File: src/rtl/alu_mdu_exec_if.sv
// rtl/alu_mdu_exec_if.sv - operation/result bus for the alu_mdu_exec execute unit
//
// master: drives in_valid, op, a, b, shamt; observes every result/status signal.
// slave : the execute unit; accepts the operation and returns result/status.
// Signals:
//   in_valid / in_ready    operation handshake (accept when both high)
//   op, a, b, shamt        operation code, operands, shift amount
//   out_valid              one-cycle result pulse
//   result, zero           registered result and (result == 0)
//   hi, lo                 architectural HI/LO registers
//   busy                   multi-cycle MDU iteration in progress
//   div_by_zero            qualifies out_valid of a DIV/DIVU with b == 0

interface alu_mdu_exec_if #(
    parameter int WIDTH = 32,
    parameter int SHW   = $clog2(WIDTH)
);
    logic             in_valid;
    logic             in_ready;
    logic [3:0]       op;
    logic [WIDTH-1:0] a;
    logic [WIDTH-1:0] b;
    logic [SHW-1:0]   shamt;
    logic             out_valid;
    logic [WIDTH-1:0] result;
    logic             zero;
    logic [WIDTH-1:0] hi;
    logic [WIDTH-1:0] lo;
    logic             busy;
    logic             div_by_zero;

    modport master (
        output in_valid, op, a, b, shamt,
        input  in_ready, out_valid, result, zero, hi, lo, busy, div_by_zero
    );

    modport slave (
        input  in_valid, op, a, b, shamt,
        output in_ready, out_valid, result, zero, hi, lo, busy, div_by_zero
    );
endinterface

File: src/rtl/alu_mdu_exec.sv
// rtl/alu_mdu_exec.sv - execute stage: single-cycle ALU plus iterative multiply/divide unit
//
// Ports:
//   clk   rising-edge clock
//   rst   asynchronous active-high reset
//   bus   alu_mdu_exec_if.slave (operation handshake, registered result, hi/lo, status)
// Configuration macro: ALU_MDU_EN
//   defined   : shift-add multiplier, restoring divider, HI/LO, ops 10-15 implemented
//   undefined : ops 10-15 complete in one cycle with result 0; busy/hi/lo/div_by_zero
//               tied to 0, in_ready tied to 1, no multi-cycle state

module alu_mdu_exec #(
    parameter int WIDTH = 32,
    parameter int SHW   = $clog2(WIDTH)
) (
    input  logic          clk,
    input  logic          rst,
    alu_mdu_exec_if.slave bus
);

    localparam logic [3:0] OP_ADD  = 4'd0;
    localparam logic [3:0] OP_SUB  = 4'd1;
    localparam logic [3:0] OP_AND  = 4'd2;
    localparam logic [3:0] OP_OR   = 4'd3;
    localparam logic [3:0] OP_XOR  = 4'd4;
    localparam logic [3:0] OP_NOR  = 4'd5;
    localparam logic [3:0] OP_SLT  = 4'd6;
    localparam logic [3:0] OP_SLL  = 4'd7;
    localparam logic [3:0] OP_SRL  = 4'd8;
    localparam logic [3:0] OP_SRA  = 4'd9;

    logic                 accept;
    logic                 alu_accept;
    logic [WIDTH-1:0]     alu_res;
    logic [SHW-1:0]       shamt_w;

    logic                 out_valid_q;
    logic [WIDTH-1:0]     result_q;
    logic                 zero_q;

    assign shamt_w = bus.shamt;
    assign accept  = bus.in_valid && bus.in_ready;

`ifdef ALU_MDU_EN
    localparam logic [3:0] OP_MULT  = 4'd10;
    localparam logic [3:0] OP_MULTU = 4'd11;
    localparam logic [3:0] OP_DIV   = 4'd12;
    localparam logic [3:0] OP_DIVU  = 4'd13;
    localparam logic [3:0] OP_MFHI  = 4'd14;
    localparam logic [3:0] OP_MFLO  = 4'd15;
    localparam logic [SHW:0] LAST_ITER = (SHW+1)'(WIDTH - 1);

    typedef enum logic [1:0] {
        S_IDLE,
        S_MUL,
        S_DIV
    } state_t;

    state_t               state_q, state_d;
    logic [SHW:0]         cnt_q;
    logic [2*WIDTH-1:0]   acc_q, acc_nx;
    logic [WIDTH-1:0]     opnd_q;
    logic [WIDTH-1:0]     a_q;
    logic                 neg_q;
    logic                 rem_neg_q;
    logic                 dz_q;
    logic [WIDTH-1:0]     hi_q, lo_q;
    logic                 dbz_q;

    logic                 op_is_mul, op_is_div, mdu_op, mdu_signed;
    logic [WIDTH-1:0]     mag_a, mag_b;
    logic                 last;
    logic                 finish;
    logic [WIDTH:0]       mul_sum;
    logic [WIDTH:0]       div_shift;
    logic [WIDTH:0]       div_trial;
    logic [2*WIDTH-1:0]   prod_signed;
    logic [WIDTH-1:0]     quo_raw, rem_raw;
    logic [WIDTH-1:0]     fin_hi, fin_lo;

    assign op_is_mul  = (bus.op == OP_MULT) || (bus.op == OP_MULTU);
    assign op_is_div  = (bus.op == OP_DIV)  || (bus.op == OP_DIVU);
    assign mdu_op     = op_is_mul || op_is_div;
    assign mdu_signed = (bus.op == OP_MULT) || (bus.op == OP_DIV);
    assign alu_accept = accept && !mdu_op;

    // Signed ops iterate on magnitudes; the sign is restored on completion.
    assign mag_a = (mdu_signed && bus.a[WIDTH-1]) ? -bus.a : bus.a;
    assign mag_b = (mdu_signed && bus.b[WIDTH-1]) ? -bus.b : bus.b;

    assign bus.busy     = (state_q != S_IDLE);
    assign bus.in_ready = (state_q == S_IDLE);
    assign last         = (cnt_q == LAST_ITER);
    assign finish       = (state_q != S_IDLE) && last;

    // One iteration step. MUL: acc = {partial product, remaining multiplier bits},
    // add the multiplicand into the top half when the low bit is set, shift right.
    // DIV: acc = {remainder, dividend bits still to shift in}, restoring step.
    always_comb begin
        mul_sum   = '0;
        div_shift = '0;
        div_trial = '0;
        acc_nx    = acc_q;
        if (state_q == S_MUL) begin
            mul_sum = {1'b0, acc_q[2*WIDTH-1:WIDTH]} + (acc_q[0] ? {1'b0, opnd_q} : '0);
            acc_nx  = {mul_sum, acc_q[WIDTH-1:1]};
        end else if (state_q == S_DIV) begin
            div_shift = {acc_q[2*WIDTH-1:WIDTH], acc_q[WIDTH-1]};
            div_trial = div_shift - {1'b0, opnd_q};
            // A non-restored remainder is always below the divisor, so the
            // dropped top bit of div_shift is zero in the else branch.
            if (div_shift >= {1'b0, opnd_q})
                acc_nx = {div_trial[WIDTH-1:0], acc_q[WIDTH-2:0], 1'b1};
            else
                acc_nx = {div_shift[WIDTH-1:0], acc_q[WIDTH-2:0], 1'b0};
        end
    end

    // Sign correction and divide-by-zero override applied to the final step.
    always_comb begin
        prod_signed = neg_q ? -acc_nx : acc_nx;
        quo_raw     = acc_nx[WIDTH-1:0];
        rem_raw     = acc_nx[2*WIDTH-1:WIDTH];
        fin_hi      = prod_signed[2*WIDTH-1:WIDTH];
        fin_lo      = prod_signed[WIDTH-1:0];
        if (state_q == S_DIV) begin
            if (dz_q) begin
                fin_lo = '1;
                fin_hi = a_q;
            end else begin
                fin_lo = neg_q     ? -quo_raw : quo_raw;
                fin_hi = rem_neg_q ? -rem_raw : rem_raw;
            end
        end
    end

    always_ff @(posedge clk or posedge rst) begin
        if (rst)
            state_q <= S_IDLE;
        else
            state_q <= state_d;
    end

    always_comb begin
        state_d = state_q;
        case (state_q)
            S_IDLE: begin
                if (accept && op_is_mul)
                    state_d = S_MUL;
                else if (accept && op_is_div)
                    state_d = S_DIV;
            end
            S_MUL, S_DIV: begin
                if (last)
                    state_d = S_IDLE;
            end
            default: state_d = S_IDLE;
        endcase
    end

    always_ff @(posedge clk or posedge rst) begin
        if (rst) begin
            cnt_q     <= '0;
            acc_q     <= '0;
            opnd_q    <= '0;
            a_q       <= '0;
            neg_q     <= 1'b0;
            rem_neg_q <= 1'b0;
            dz_q      <= 1'b0;
        end else if (accept && mdu_op) begin
            cnt_q     <= '0;
            a_q       <= bus.a;
            neg_q     <= mdu_signed && (bus.a[WIDTH-1] ^ bus.b[WIDTH-1]);
            rem_neg_q <= mdu_signed && bus.a[WIDTH-1];
            dz_q      <= (bus.b == '0);
            if (op_is_mul) begin
                acc_q  <= {{WIDTH{1'b0}}, mag_b};
                opnd_q <= mag_a;
            end else begin
                acc_q  <= {{WIDTH{1'b0}}, mag_a};
                opnd_q <= mag_b;
            end
        end else if (state_q != S_IDLE) begin
            acc_q <= acc_nx;
            cnt_q <= cnt_q + 1'b1;
        end
    end
`else
    assign alu_accept      = accept;
    assign bus.busy        = 1'b0;
    assign bus.in_ready    = 1'b1;
    assign bus.hi          = '0;
    assign bus.lo          = '0;
    assign bus.div_by_zero = 1'b0;
`endif

    always_comb begin
        alu_res = '0;
        case (bus.op)
            OP_ADD: alu_res = bus.a + bus.b;
            OP_SUB: alu_res = bus.a - bus.b;
            OP_AND: alu_res = bus.a & bus.b;
            OP_OR:  alu_res = bus.a | bus.b;
            OP_XOR: alu_res = bus.a ^ bus.b;
            OP_NOR: alu_res = ~(bus.a | bus.b);
            OP_SLT: alu_res = WIDTH'($signed(bus.a) < $signed(bus.b));
            OP_SLL: alu_res = bus.b << shamt_w;
            OP_SRL: alu_res = bus.b >> shamt_w;
            OP_SRA: alu_res = $unsigned($signed(bus.b) >>> shamt_w);
`ifdef ALU_MDU_EN
            OP_MFHI: alu_res = hi_q;
            OP_MFLO: alu_res = lo_q;
`endif
            default: alu_res = '0;
        endcase
    end

    always_ff @(posedge clk or posedge rst) begin
        if (rst) begin
            out_valid_q <= 1'b0;
            result_q    <= '0;
            zero_q      <= 1'b1;
`ifdef ALU_MDU_EN
            hi_q        <= '0;
            lo_q        <= '0;
            dbz_q       <= 1'b0;
`endif
        end else begin
            out_valid_q <= 1'b0;
`ifdef ALU_MDU_EN
            dbz_q       <= 1'b0;
`endif
            if (alu_accept) begin
                out_valid_q <= 1'b1;
                result_q    <= alu_res;
                zero_q      <= (alu_res == '0);
            end
`ifdef ALU_MDU_EN
            else if (finish) begin
                out_valid_q <= 1'b1;
                result_q    <= fin_lo;
                zero_q      <= (fin_lo == '0);
                hi_q        <= fin_hi;
                lo_q        <= fin_lo;
                dbz_q       <= (state_q == S_DIV) && dz_q;
            end
`endif
        end
    end

    assign bus.out_valid = out_valid_q;
    assign bus.result    = result_q;
    assign bus.zero      = zero_q;
`ifdef ALU_MDU_EN
    assign bus.hi          = hi_q;
    assign bus.lo          = lo_q;
    assign bus.div_by_zero = dbz_q;
`endif

endmodule
File: src/flat_wrapper.sv
// flat-port wrapper written by rule: the top's interface ports become plain ports
module alu_mdu_exec_flat 
#(
    parameter int WIDTH = 32,
    parameter int SHW   = $clog2(WIDTH)
)
  (clk, rst, bus_in_valid, bus_op, bus_a, bus_b, bus_shamt, bus_in_ready, bus_out_valid, bus_result, bus_zero, bus_hi, bus_lo, bus_busy, bus_div_by_zero);
  alu_mdu_exec_if #(.WIDTH(WIDTH), .SHW(SHW)) bus_i ();
  input  logic clk;
  input  logic rst;
  input wire logic [$bits(bus_i.in_valid)-1:0] bus_in_valid;
  input wire logic [$bits(bus_i.op)-1:0] bus_op;
  input wire logic [$bits(bus_i.a)-1:0] bus_a;
  input wire logic [$bits(bus_i.b)-1:0] bus_b;
  input wire logic [$bits(bus_i.shamt)-1:0] bus_shamt;
  output wire logic [$bits(bus_i.in_ready)-1:0] bus_in_ready;
  output wire logic [$bits(bus_i.out_valid)-1:0] bus_out_valid;
  output wire logic [$bits(bus_i.result)-1:0] bus_result;
  output wire logic [$bits(bus_i.zero)-1:0] bus_zero;
  output wire logic [$bits(bus_i.hi)-1:0] bus_hi;
  output wire logic [$bits(bus_i.lo)-1:0] bus_lo;
  output wire logic [$bits(bus_i.busy)-1:0] bus_busy;
  output wire logic [$bits(bus_i.div_by_zero)-1:0] bus_div_by_zero;
  assign bus_i.in_valid = bus_in_valid;
  assign bus_i.op = bus_op;
  assign bus_i.a = bus_a;
  assign bus_i.b = bus_b;
  assign bus_i.shamt = bus_shamt;
  assign bus_in_ready = bus_i.in_ready;
  assign bus_out_valid = bus_i.out_valid;
  assign bus_result = bus_i.result;
  assign bus_zero = bus_i.zero;
  assign bus_hi = bus_i.hi;
  assign bus_lo = bus_i.lo;
  assign bus_busy = bus_i.busy;
  assign bus_div_by_zero = bus_i.div_by_zero;
  alu_mdu_exec #(.WIDTH(WIDTH), .SHW(SHW)) u_core (.clk(clk), .rst(rst), .bus(bus_i));
endmodule
File: config.mk
export PLATFORM = sky130hd
export DESIGN_NAME = alu_mdu_exec_flat
export DESIGN_NICKNAME = d
export VERILOG_FILES = /design/src/rtl/alu_mdu_exec_if.sv /design/src/rtl/alu_mdu_exec.sv /design/src/flat_wrapper.sv
export SDC_FILE = /design/constraint.sdc
export NUM_CORES = 1
export LEC_CHECK = 0
export CELL_PAD_IN_SITES_DETAIL_PLACEMENT = 1
export CELL_PAD_IN_SITES_GLOBAL_PLACEMENT = 1
export CORE_MARGIN = 2
export CORE_UTILIZATION = 43
export DETAILED_ROUTE_END_ITERATION = 8
export PLACE_DENSITY_LB_ADDON = 0.1
export SYNTH_ARGS = -nofsm -noshare
export SYNTH_HDL_FRONTEND = slang
export SYNTH_SLANG_ARGS = --single-unit
File: constraint.sdc
create_clock -name clk -period 2.8 [get_ports clk]
set_clock_uncertainty 0.1 [all_clocks]
set_input_delay 0.56 -clock clk [delete_from_list [all_inputs] [get_ports clk]]
set_output_delay 0.56 -clock clk [all_outputs]
set_load 0.02 [all_outputs]
==> results of run 1 <==
[cell usage after synthesis (all sizes together), types with 23 or more instances]
library cell	count	area, um2
nor3	44	220.2
mux2	47	533.0
nor2b	23	143.9
nand3	30	150.1
a211oi	45	337.8
a21oi	129	645.6
ha	97	1214
clkbuf	96	360.4
inv	101	379.1
o21ai	80	400.4
dfrtp	33	825.8
o211ai	31	232.7
mux2i	49	490.5
o22ai	27	168.9
nor4	26	168.9
nor2	171	641.9
mux4	33	743.2
nand2	123	464.2
buf	114	797.0
[kinds of logic after synthesis]
group	count (synthesis)	synth area share, %
AOI/OAI and AO/OA	558	32.65
muxes	129	14.68
and+or+nand+nor	528	21.42
xor gates and xnor gates	12	0.8735
other	2	0.06242
DFF	34	7.082
buffers and inverters	312	12.80
adders and majority gates	99	10.42
[metrics by stage]
step	worst slack, ns	area, um2	TNS, ns	cells	hold WS (ns)
after detailed placement	-2.388	18690	-46.15	2720	0.3983
after floorplan	-0.9603	13100	-4.513	1739	0.4243
after global placement	-2.068	18690	-39.19	2720	0.3808
==> results.yml, run 1 <==
status:
  status: "did not finish"
  flow.stopped_at: "4_1_cts"
  stop_error: "[ERROR DPL-0033] detailed placement checks failed during check placement."
synth:
  synth_edf_count: 0
  postSynthAreaPerCell_um2: 7.187
  synthFlopType: "dfrtp_1"
  synth-seq-cells: 34
  synth_area_um2: 12030
  ys_types: 95
  synthArstFlopShare_pct: 100.0
  ys_warn_count: 0
  synthCells: 1674
  yosysSeqAreaShare_pct: 7.082
floorplan:
  start_util_pct: 43.55
  pin_count: 177
  rows: 61
  die_x_um: 171.3
  chipHeight_um: 171.3
cts:
  cts_resized: 857
  cts_sinks: 34
  cts_hold_buf: 0
  cts_buffers: 5
  root_buffer: "clkbuf_16"
  htreeDepth: 2
  cts_buffer_depth: 2
  post-cts-setup-buffers: 169
placement:
  place.gp.congestion: 1.143
  port_buffers: 109
  dp_hpwl_mm: 70.61
==> run 2, diff against run 1 <==
==> config.mk (replaced) <==
export PLATFORM = sky130hd
export DESIGN_NAME = alu_mdu_exec_flat
export DESIGN_NICKNAME = d
export VERILOG_FILES = /design/src/rtl/alu_mdu_exec_if.sv /design/src/rtl/alu_mdu_exec.sv /design/src/flat_wrapper.sv
export SDC_FILE = /design/constraint.sdc
export NUM_CORES = 1
export LEC_CHECK = 0
export CORE_MARGIN = 2
export CORE_UTILIZATION = 28
export DETAILED_ROUTE_END_ITERATION = 8
export PLACE_DENSITY_LB_ADDON = 0.15
export SYNTH_ARGS = -nofsm -noshare
export SYNTH_HDL_FRONTEND = slang
export SYNTH_SLANG_ARGS = --single-unit
==> results.yml, run 2 <==
drt:
  drc: 0
  vias_per_cell: 5.690
  drt-total-wl_mm: 78.69
  wl_per_cell_um: 25.60
  first_pass_iters: 5
  drt-initial-drc-count: 1929
  routed-via-count: 17492
  postRouteAntennaNets: 0
timing:
  relSlewSlack_pct: 45.27
  fin_setup_tns_ns: -11.50
  clock.fmax_mhz: 243.4
  worst_slack_ns: -1.309
  fin_crit_ns: 4.109
  period_share_pct: 146.7
  finalSetupViolCount: 24
  drv_slew: 0
  rsz0062_at_grt: "true"
  hold_viol: 0
  holdWs_ns: 0.3904
  worst_slew_pin_slew_ns: 0.8161
global_route:
  antenna_found_initial: 0
  grt_pass1_wl_mm: 113.9
  grtUsageTotal_pct: 34.14
  overflow: 0
  grt_pass1_vias: 17240
  grt_start_max_net_pins: 48
cells_and_area:
  areaGrowthSynthToFinish_pct: 91.46
  final_common_cell: "buf_4"
  largest_register_ffs: 32
  layout-drive-gt1-share_pct: 55.62
  stdcell_count: 3074
  final_cell_mix: "buf_4 (776), nor2_1 (148), nand2_1 (108)"
  antenna_cells: 0
  final_nets: 2709
cts:
  cts_buffers: 5
  cts_sinks: 34
  root_buffer: "clkbuf_16"
  tritoncts: "built"
  clock_latency_ns: 0.28
  htreeDepth: 2
  cts_buffer_depth: 2
  cts_hold_buf: 0
  path_clk_slew_ns: 0.06
critical_path:
  reg2reg_depth: 1
  crit_top_cell: "o41ai_2"
  path_class: "input port to register"
  crit_path_max_incr_delay_ns: 0.49
  path_buf_inv: 3
  crit_slowest_cell: "o41ai_2"
  critPathLaunchType: "input port"
  cp_cell_sequence: "buf_8 > ha_4 > inv_2 > fa_2 > nand2b_4 > a2111o_1 > a31oi_4 > a211oi_2 > o41ai_2 > buf_4 > xnor2_2 > a221o_1 > nor3_2 > nand4_1 > or4_4 > o41ai_2"
  cp_data_arrival_time_ns: 4.19
  worstPathMaxFanout: 3
  path_depth: 16
  crit_family: "compound AO/OA/AOI/OAI gates"
  critPathCaptureType: "register"
  crit_required_ns: 2.89
synth:
  synthArstFlopShare_pct: 100.0
  ys_warn_count: 0
  synthTopCellsByCount: "nor2_1 (171), a21oi_1 (129), nand2_1 (122)"
  synth-seq-cells: 34
  yosysSeqAreaShare_pct: 7.082
  synth_edf_count: 0
  ys_types: 95
  yosysMostFrequentCell: "nor2_1"
  synthFlopType: "dfrtp_1"
  synth_area_leaders: "ha_1 (10%), dfrtp_1 (6.9%), mux4_2 (6.2%)"
  synth_top_area_share_pct: 10.09
  postSynthAreaPerCell_um2: 7.187
  synthCells: 1674
  synth_area_leader_cell: "ha_1"
  synth_area_um2: 12030
worst_hold_path:
  hp-class: "register to register"
  holdPathStages: 1
placement:
  place.gp.congestion: 0.9808
  port_buffers: 109
  pre_cts_slack_ns: -2.593
  dp_hpwl_mm: 62.85
  dp_cells: 2904
floorplan:
  pin_count: 177
  die_x_um: 211.3
  chipHeight_um: 211.3
  start_util_pct: 28.56
  dieArea_um2: 44640
  rows: 75
  core-area_um2: 42130
run:
  timing.max_cap.violations: 0
pwr:
  powerDensity_nw_per_um2: 271.2
  max-vdd-ir-drop_mv: 0.2399
  p_leak_nw: 10.32
status:
  status: "complete, but fails checks"
  failed_checks: "negative setup slack"
run 2: cell counts after synthesis:
No cell type changed its count.
run 2: repair_timing:
item / in CTS / in global routing
buffers inserted: 113 / 58
resized for setup: 614 / 195
gates cloned: 8 / 2
pin swaps: 163 / 104
setup endpoints to repair: 33 / 32
run 2: layout make-up:
class | instances | area (um2)
Fill cell | 4034 | 19100
Multi-Input combinational cell | 1393 | 12290
Timing Repair Buffer | 998 | 8607
Sequential cell | 34 | 852.1
Tap cell | 539 | 674.4
Inverter | 102 | 467.9
Clock buffer | 7 | 142.6
Clock inverter | 1 | 5.005
run 2: per-layer routing:
layer	wire [um]	GRT usage, %
met1	33970	46.99
met3	5948	4.258
met2	35170	54.88
met4	3607	11.87
met5	0	0
run 2: final timing paths:
check | from | slack, ns | end
worst max-delay path | bus_b[0] | -1.31 | u_core.bus.zero
worst min-delay path | u_core.bus.result[1] | 0.39 | u_core.bus.result[1]
worst max register to register | u_core.bus.result[16] | 1.91 | u_core.bus.result[16]
worst min register to register | u_core.bus.result[1] | 0.39 | u_core.bus.result[1]
max in group asynchronous | rst | 1.67 | u_core.bus.zero
min in group asynchronous | rst | 0.58 | u_core.bus.result[27]
run 2: metrics by stage:
step           utilization [%]  instance area [um2]  power [W]
2_1_floorplan                -                13100   0.002586
3_3_place_gp             45.37                19120   0.004633
3_5_place_dp             45.37                19120   0.004639
4_1_cts                  52.49                22120   0.005905
5_1_grt                  54.67                23040   0.006520
6_report                 54.67                23040   0.006247
run 2: power by group:
part | internal (W) | leakage, nW | switching (W)
combinational | 0.00247 | 9.84 | 0.00259
sequential | 0.000570 | 0.400 | 0.0000464
clock | 0.000353 | 0.0739 | 0.000220
total | 0.00339 | 10.3 | 0.00285
run 2: cells by family after synthesis:
family | synth area share (%)
fa+ha+maj | 10.42
other cells | 0.06242
compound gates | 32.65
buf+inv | 12.80
simple gates | 21.42
flops | 7.082
xor+xnor | 0.8735
mux | 14.68
Power figures use the tool's default switching activity.
==> run 3, diff against run 2 <==
--- a/config.mk
+++ b/config.mk
@@ -6,7 +6,7 @@
 export NUM_CORES = 1
 export LEC_CHECK = 0
 export CORE_MARGIN = 2
-export CORE_UTILIZATION = 28
+export CORE_UTILIZATION = 25
 export DETAILED_ROUTE_END_ITERATION = 8
 export PLACE_DENSITY_LB_ADDON = 0.15
 export SYNTH_ARGS = -nofsm -noshare
==> results.yml, run 3 (synthesized netlist as in run 2, its figures left out) <==
status:
  status: "complete, but fails checks"
  failed_checks: "negative setup slack"
global_route:
  overflow: 0
  grt_pass1_vias: 17043
  grt_pass1_wl_mm: 114.8
  grtUsageTotal_pct: 30.79
  grt_start_max_net_pins: 48
  antenna_found_initial: 1
pwr:
  p_clk_share_pct: 9.6
  p_seq_share_pct: 9.5
  p_comb_share_pct: 80.9
  swShare_pct: 45.26
  max-vdd-ir-drop_mv: 0.2171
  powerDensity_nw_per_um2: 271.9
  internal_power_w: 0.003560
  p_switching_w: 0.002944
  p_leak_nw: 10.56
timing:
  holdWs_ns: 0.3741
  worst_slew_pin_slew_ns: 0.7871
  hold_viol: 0
  period_share_pct: 139.3
  worst_slack_ns: -1.101
  relSlewSlack_pct: 47.21
  drv_slew: 0
  finalSetupViolCount: 26
  rsz0062_at_grt: "true"
  fin_crit_ns: 3.901
  clock.fmax_mhz: 256.4
floorplan:
  dieArea_um2: 49900
  core-area_um2: 47650
  start_util_pct: 25.25
  rows: 80
  chipHeight_um: 223.4
  die_x_um: 223.4
  pin_count: 177
critical_path:
  path_class: "input port to register"
  r2r_slack_ns: 1.92
  reg2reg_to: "u_core.bus.result[16]"
  r2r_start: "u_core.bus.result[16]"
  crit_required_ns: 2.88
  reg2reg_depth: 1
  endpoint: "u_core.bus.zero"
  worstPathMaxFanout: 8
  cp_data_arrival_time_ns: 3.99
  startpoint: "bus_shamt[0]"
  critPathLaunchType: "input port"
  critPathCaptureType: "register"
drt:
  postRouteAntennaNets: 0
  vias_per_cell: 5.517
  drt-total-wl_mm: 79.86
  wl_per_cell_um: 25.17
  routed-via-count: 17506
  drt-initial-drc-count: 1785
  drc: 0
  first_pass_iters: 6
placement:
  dp_hpwl_mm: 64.74
  port_buffers: 109
  place.gp.congestion: 0.9928
  dpl-instance-area_um2: 19130
worst_hold_path:
  hp-class: "register to register"
cells_and_area:
  largest_register_ffs: 32
  antenna_cells: 0
  layout-drive-gt1-share_pct: 59.23
  areaGrowthSynthToFinish_pct: 98.82
  final_common_cell: "buf_4"
  final_nets: 2732
  fin_area_um2: 23920
  n_fill_cell: 4658
  fin_util_pct: 50.21
  final_cell_mix: "buf_4 (768), nor2_1 (140), buf_6 (117)"
cts:
  root_buffer: "clkbuf_16"
  path_clk_slew_ns: 0.05
  cts_buffers: 5
  tritoncts: "built"
  clock_latency_ns: 0.28
  cts_buffer_depth: 2
  cts_sinks: 34
  cts_hold_buf: 0
  htreeDepth: 2
run:
  timing.max_cap.violations: 0
==> run 3: changes by cell type in the layout (fill, tap and decap cells not counted), sizes merged, moves of 2 or more <==
cell / previous run / this run
clkbuf: 15 / 18
dlygate4sd2: 8 / 5
buf: 929 / 956
clkinv: 2 / 5
bufbuf: 3 / 0
dlymetal6s2s: 0 / 2
clkdlybuf4s15: 8 / 4
inv: 101 / 99
==> run 3: area by class of cell <==
cell class / count / area (um2) / share of cell area [%]
clock inverters: 3 / 40.04 / 0.1674
clock buffers: 5 / 125.1 / 0.5230
repair buffers: 1021 / 8761 / 36.62
well taps: 615 / 769.5 / 3.217
inverters: 102 / 455.4 / 1.904
flip-flops and latches: 34 / 852.1 / 3.562
multi-input cells: 1393 / 12920 / 54.00
==> run 3: stage by stage <==
stage	TNS (ns)	setup slack (ns)	std cells	total power [W]
4_1_cts	-10.87	-1.246	3103	0.006024
6_report	-9.336	-1.101	3173	0.006504
5_1_grt	-11.11	-1.227	3173	0.006789
2_1_floorplan	-4.513	-0.9603	1739	0.002586
3_5_place_dp	-43.60	-2.323	2972	0.004644
3_3_place_gp	-43.23	-2.328	2972	0.004647
==> run 3: worst max-delay path: stages <==
cell	delay, ns
buf_12	0.12
buf_12	0.14
buf_4	0.15
mux2_2	0.35
o22ai_1	0.18
nor2_2	0.13
a2111oi_4	0.37
nand4_1	0.24
nor4_4	0.35
buf_4	0.17
nand3_4	0.07
nor4_4	0.29
nand4_1	0.19
or4_1	0.44
o41ai_2	0.21
==> run 3: layer usage <==
metal / GRT usage, % / vias up / routed length (um)
li1: - / 7931 / -
met2: 50.57 / 718 / 36980
met5: 0 / - / 0
met3: 3.095 / 105 / 4656
met1: 42.21 / 8752 / 35120
met4: 10.17 / 0 / 3096
==> run 3: worst min path at each step <==
stage | start | cells past startpoint | to
2_1_floorplan | u_core.bus.zero | 2 | u_core.bus.zero
3_3_place_gp | u_core.bus.result[1] | 1 | u_core.bus.result[1]
3_5_place_dp | u_core.bus.result[1] | 1 | u_core.bus.result[1]
4_1_cts | u_core.bus.result[1] | 1 | u_core.bus.result[1]
5_1_grt | u_core.bus.result[1] | 1 | u_core.bus.result[1]
6_report | u_core.bus.result[1] | 1 | u_core.bus.result[1]
==> run 3: timing repair <==
action / 4_1_cts / 5_1_grt
pin swaps: 172 / 174
endpoints found under the setup margin: 33 / 30
gates resized for setup: 666 / 293
gates cloned: 1 / 1
buffers inserted: 134 / 92
==> run 3: power by group through the flow <==
stage	clock (W)	combinational, W	sequential [W]
after floorplan	0	0.00187	0.000714
after global placement	0	0.00403	0.000622
after detailed placement	0	0.00402	0.000624
after CTS	0.000640	0.00477	0.000618
after global routing	0.000659	0.00550	0.000627
final	0.000626	0.00526	0.000616
